==> src/rtl/mem_stream_reader.sv <==
// Streams a contiguous address range out of a 1-cycle-latency memory onto a
// valid/ready output, using a 2-entry buffer to absorb read latency under backpressure.
module mem_stream_reader #(
  parameter int DEPTH = 8,
  parameter int WIDTH = 32
) (
  input  logic             clk,
  input  logic             rst,
  input  logic             start,
  input  logic [DEPTH-1:0] base_addr,
  input  logic [DEPTH:0]   length,
  output logic             busy,
  output logic             done,
  output logic [DEPTH-1:0] mem_read_addr,
  input  logic [WIDTH-1:0] mem_read_data,
  output logic [WIDTH-1:0] out_data,
  output logic             out_valid,
  input  logic             out_ready,
  output logic [1:0]       dbg_state
);

  // Output handshake: a word transfers on a rising edge where out_valid and
  // out_ready are both high; out_valid never drops and out_data never changes
  // until that happens.

  typedef enum logic [1:0] {IDLE = 2'd0, RUN = 2'd1, DONE = 2'd2} state_t;

  state_t           state, state_next;
  logic [DEPTH-1:0] addr;
  logic [DEPTH:0]   issue_left;
  logic [DEPTH:0]   recv_left;
  logic             inflight;
  logic [WIDTH-1:0] buf0, buf1;
  logic [1:0]       count;
  logic [1:0]       occupancy;
  logic             pop, push, issue, accept;

  assign pop           = out_valid & out_ready;
  assign push          = inflight;
  assign out_valid     = (count != 2'd0);
  assign out_data      = buf0;
  assign mem_read_addr = addr;
  assign busy          = (state == RUN);
  assign done          = (state == DONE);
  assign dbg_state     = state;
  assign accept        = (state == IDLE) && start;

  // Projected occupancy once the in-flight word lands; issuing only below 2
  // means a push can never meet a full buffer.
  assign occupancy = count + {1'b0, inflight} - {1'b0, pop};
  assign issue     = (state == RUN) && (issue_left != '0) && (occupancy < 2'd2);

  always_comb begin
    state_next = state;
    case (state)
      IDLE: if (start) state_next = (length != '0) ? RUN : DONE;
      RUN:  if (pop && (recv_left == 1)) state_next = DONE;
      DONE: state_next = IDLE;
      default: state_next = IDLE;
    endcase
  end

  always_ff @(posedge clk) begin
    if (rst) begin
      state      <= IDLE;
      addr       <= '0;
      issue_left <= '0;
      recv_left  <= '0;
      inflight   <= 1'b0;
      buf0       <= '0;
      buf1       <= '0;
      count      <= 2'd0;
    end else begin
      state    <= state_next;
      inflight <= issue;

      if (accept && (length != '0)) begin
        addr       <= base_addr;
        issue_left <= length;
        recv_left  <= length;
      end else begin
        if (issue) begin
          addr       <= addr + 1'b1;
          issue_left <= issue_left - 1'b1;
        end
        if (pop) recv_left <= recv_left - 1'b1;
      end

      // Head is always buf0; buf1 only holds a second word when count==2.
      case ({push, pop})
        2'b10: begin
          if (count == 2'd0) buf0 <= mem_read_data;
          else               buf1 <= mem_read_data;
          count <= count + 2'd1;
        end
        2'b01: begin
          buf0  <= buf1;
          count <= count - 2'd1;
        end
        2'b11: begin
          if (count == 2'd1) begin
            buf0 <= mem_read_data;
          end else begin
            buf0 <= buf1;
            buf1 <= mem_read_data;
          end
        end
        default: ;
      endcase
    end
  end

endmodule

==> config.mk <==
export PLATFORM = sky130hd
export DESIGN_NAME = mem_stream_reader
export DESIGN_NICKNAME = d
export VERILOG_FILES = /design/src/rtl/mem_stream_reader.sv
export SDC_FILE = /design/constraint.sdc
export NUM_CORES = 1
export LEC_CHECK = 0
export CAP_MARGIN = 20
export CORE_MARGIN = 2
export CORE_UTILIZATION = 30
export CTS_CLUSTER_DIAMETER = 30
export DETAILED_ROUTE_END_ITERATION = 7
export SYNTH_ARGS = -nofsm -noshare
export SYNTH_HDL_FRONTEND = slang
export SYNTH_SLANG_ARGS = --single-unit
==> constraint.sdc <==
create_clock -name clk -period 2.9 [get_ports clk]
set_input_delay 0.58 -clock clk [delete_from_list [all_inputs] [get_ports clk]]
set_output_delay 0.58 -clock clk [all_outputs]
set_load 0.05 [all_outputs]
==> impl_metrics.tcl, run 1 <==
set metrics [dict create \
    fmax_mhz 370 \
    nets 651 \
    finClkSkew_ps 9.18 \
    numCtsBuffers 9 \
    power_leakage_uw 0.00197 \
    fillCellCount 1404 \
    synth_seq_cells 95 \
    drtPass1Iterations 4 \
    worstPathArrival_ps 2970 \
    crit_slowest_cell "a21oi_2" \
    synth_ff_type "dfxtp_1" \
    crit_type "input pin to flip-flop" \
    avgSynthCellArea_um2 8.50 \
    antenna_found_initial 0 \
    die-area_um2 15200 \
    core_region_area_um2 13900 \
    dp.cells 757 \
    vias 3844 \
    drt_iter0_drc 180 \
    synth_enable_flop_cells 0 \
    synth-async-reset-ratio_pct 0 \
    worst_pin_slew_ps 933 \
    synth_compound_area_share_pct 24.4 \
    die_h_um 123 \
    gp_congestion 0.805 \
    hold_viol 0 \
    synth_area_um2 4280 \
    ir_drop_uv 521 \
    grt-ovfl-total 0 \
    synth.area.mux_share_pct 1.11 \
    drv_slew 0 \
    cp-start-kind "input pin" \
    cts_tree "done" \
    die-width_um 123 \
    status "finished, final reports clean" \
    r2r-start "count[1]" \
    drc 0 \
    post_cts_buffers 0 \
    grt_pass1_vias 3568 \
    synthCells 503 \
    numPortBuffers 97 \
    cp_top_family "compound AO/OA/AOI/OAI gates" \
    final_cell_area_um2 5740 \
    fin_cells 774 \
    tns_ps 0 \
    antenna-diode-count 0 \
    cts.sinks 95 \
    routed_wl_um 11500 \
    wl_per_cell_um 14.8 \
    whs_ps 454 \
    start_util_pct 30.8 \
    placementRows 43 \
    placed_area_um2 5460 \
    clk_path_buf_depth 2 \
    dp_hpwl_um 7590 \
    synthAdderAreaFrac_pct 2.63 \
    endpoint_kind "flip-flop" \
    ys_seq_area_share_pct 44.5 \
    ff2ff_setup_slack_ps 290 \
    cp-startpoint "out_ready" \
    power.density_nw_per_um2 980 \
    yosysUniqueCellTypes 59 \
    synth-simple-area-share_pct 20.2 \
    h-tree-depth 3 \
    finalSetupViolCount 0 \
    grt_use_total_pct 15.3 \
    clock_latency_ps 350 \
    min_path_type "flip-flop to flip-flop" \
    drive_gt1_share_pct 8.59 \
    cts-root-buf "clkbuf_16" \
    cp_slowest_stage_delay_ps 700 \
    period_share_pct 93.3 \
    synth.net_count 565 \
    via_per_inst 4.97 \
    area_delta_synth_final_pct 34.3 \
    maxCapViolCount 0 \
    worstPathRequired_ps 3160 \
    grt_max_degree 79 \
    num_io_pins 98 \
    worst-path-buf-inv 3 \
    final.min_clock_period_ps 2710 \
    ant_nets 0 \
    utilization_pct 41.4 \
    clk_pin_slew_ps 70 \
    hp-start "buf1[5]" \
    relSlewSlack_pct 37.8 \
    rsz0062_at_grt "false" \
    synth_xor_area_share_pct 1.84 \
    path_cells "clkdlybuf4s50_1, nor2b_1, buf_4, ha_1, inv_1, nor2_2, a21oi_2, a22oi_1, a211oi_1" \
    cp_max_fo 16 \
    ys_warn_count 0 \
    grt_pass1_wl_um 18000 \
    synth_top_family_by_area "compound AO/OA/AOI/OAI gates" \
]
-- metrics by stage --
step,total power (uW),worst slack [ps]
2_1_floorplan,3670,134
3_3_place_gp,4500,-130
3_5_place_dp,4540,-167
4_1_cts,5670,177
5_1_grt,5980,46.3
6_report,5630,195
-- registers in the layout (all words and copies together), names as in the netlist --
| name | count |
|---|---|
| buf1 | 32 |
| out_data | 32 |
| issue_left | 9 |
| recv_left | 9 |
| mem_read_addr | 8 |
| count | 2 |
| dbg_state | 2 |
| inflight | 1 |
-- area by class of cell --
cell class	count	area (um^2)	share of cell area [%]
clock buffers	11	243	4.23
multi-input cells	359	2190	38.2
clock inverters	5	33.8	0.588
well taps	180	225	3.92
repair buffers	111	1100	19.1
flip-flops and latches	95	1900	33.1
inverters	13	48.8	0.850
-- cell usage in the layout (no fill, tap or decap), types with 3 or more instances in the layout --
master and n:
nor2b_1 4, a211oi_1 38, a21oi_1 48, nand2b_1 3
clkdlybuf4s50_1 96, a22oi_1 32, a311oi_2 3, xor2_1 4
or3_1 3, nor2_1 58, and2_1 5, dfxtp_1 95
or4_1 3, nand2_1 85, buf_4 13, clkbuf_16 9
xnor2_1 5, ha_1 9, nor3_1 4, inv_1 13
a311oi_1 3, o21ai_1 4
-- worst min-delay path, cell delays in order, from the launching register on --
cell and delay (ps):
dfxtp_1 310, nand2_1 50, a21oi_1 50
-- routing by layer --
layer | wire length, um | GRT usage (%) | share of wire (%) | vias up
li1 | - | - | - | 1966
met2 | 5240 | 23.4 | 46 | 101
met1 | 5410 | 20.1 | 47 | 1765
met3 | 644 | 4.15 | 5.6 | 12
met4 | 198 | 6.68 | 1.7 | 0
met5 | 0 | 0 | 0 | -
-- synthesized netlist by cell type, drive strengths merged, types with 2 or more instances --
library cell	n	area, um^2
nor3	4	20.0
ha	9	113
a211oi	38	285
a2bb2oi	2	17.5
nand2	85	319
or4	4	33.8
or3	3	18.8
o21a	2	22.5
clkbuf	27	101
nand3	2	10.0
a31oi	2	12.5
xor2	4	35.0
mux2i	2	36.3
a32oi	2	17.5
a22oi	32	240
buf	10	76.3
inv	13	48.8
xnor2	5	43.8
nor4b	3	41.3
a311oi	6	71.3
and2	5	31.3
nor2b	4	25.0
nor4	5	58.8
nand4	2	12.5
dfxtp	95	1900
nand2b	3	18.8
a21oi	50	254
nor2	60	228
o21ai	7	35.0
-- where the power goes --
group / switching [uW] / internal (uW) / leakage [uW]
registers: 202 / 1630 / 0.000777
clock network: 515 / 604 / 0.000132
logic: 1720 / 964 / 0.00106
-- repair_timing --
action	4_1_cts	5_1_grt
endpoints found under the hold margin	0	0
hold buffers	0	0
endpoints found under the setup margin	0	2
gates resized for setup	0	1
-- path summary, 6_finish.rpt --
kind / cells after the start / end
worst min-delay path: 2 / buf1[5]
worst max register to register: 10 / out_data[12]
worst min register to register: 2 / buf1[5]
worst max-delay path: 9 / out_data[12]
-- logic make-up (layout without fill, tap and decap cells) --
kind of cell,Yosys count,count (layout)
xor gates and xnor gates,9,9
DFF,95,95
AOI/OAI and AO/OA,151,152
buffers and inverters,50,140
and+or+nand+nor,186,186
muxes,3,3
adders and majority gates,9,9
Power figures use the tool's default switching activity.
==> run 2: changes to the inputs <==
TNS_END_PERCENT = 5   (was unset)
==> results of run 2 <==
The final DEF is identical to that of run 1; final timing and power are the same.
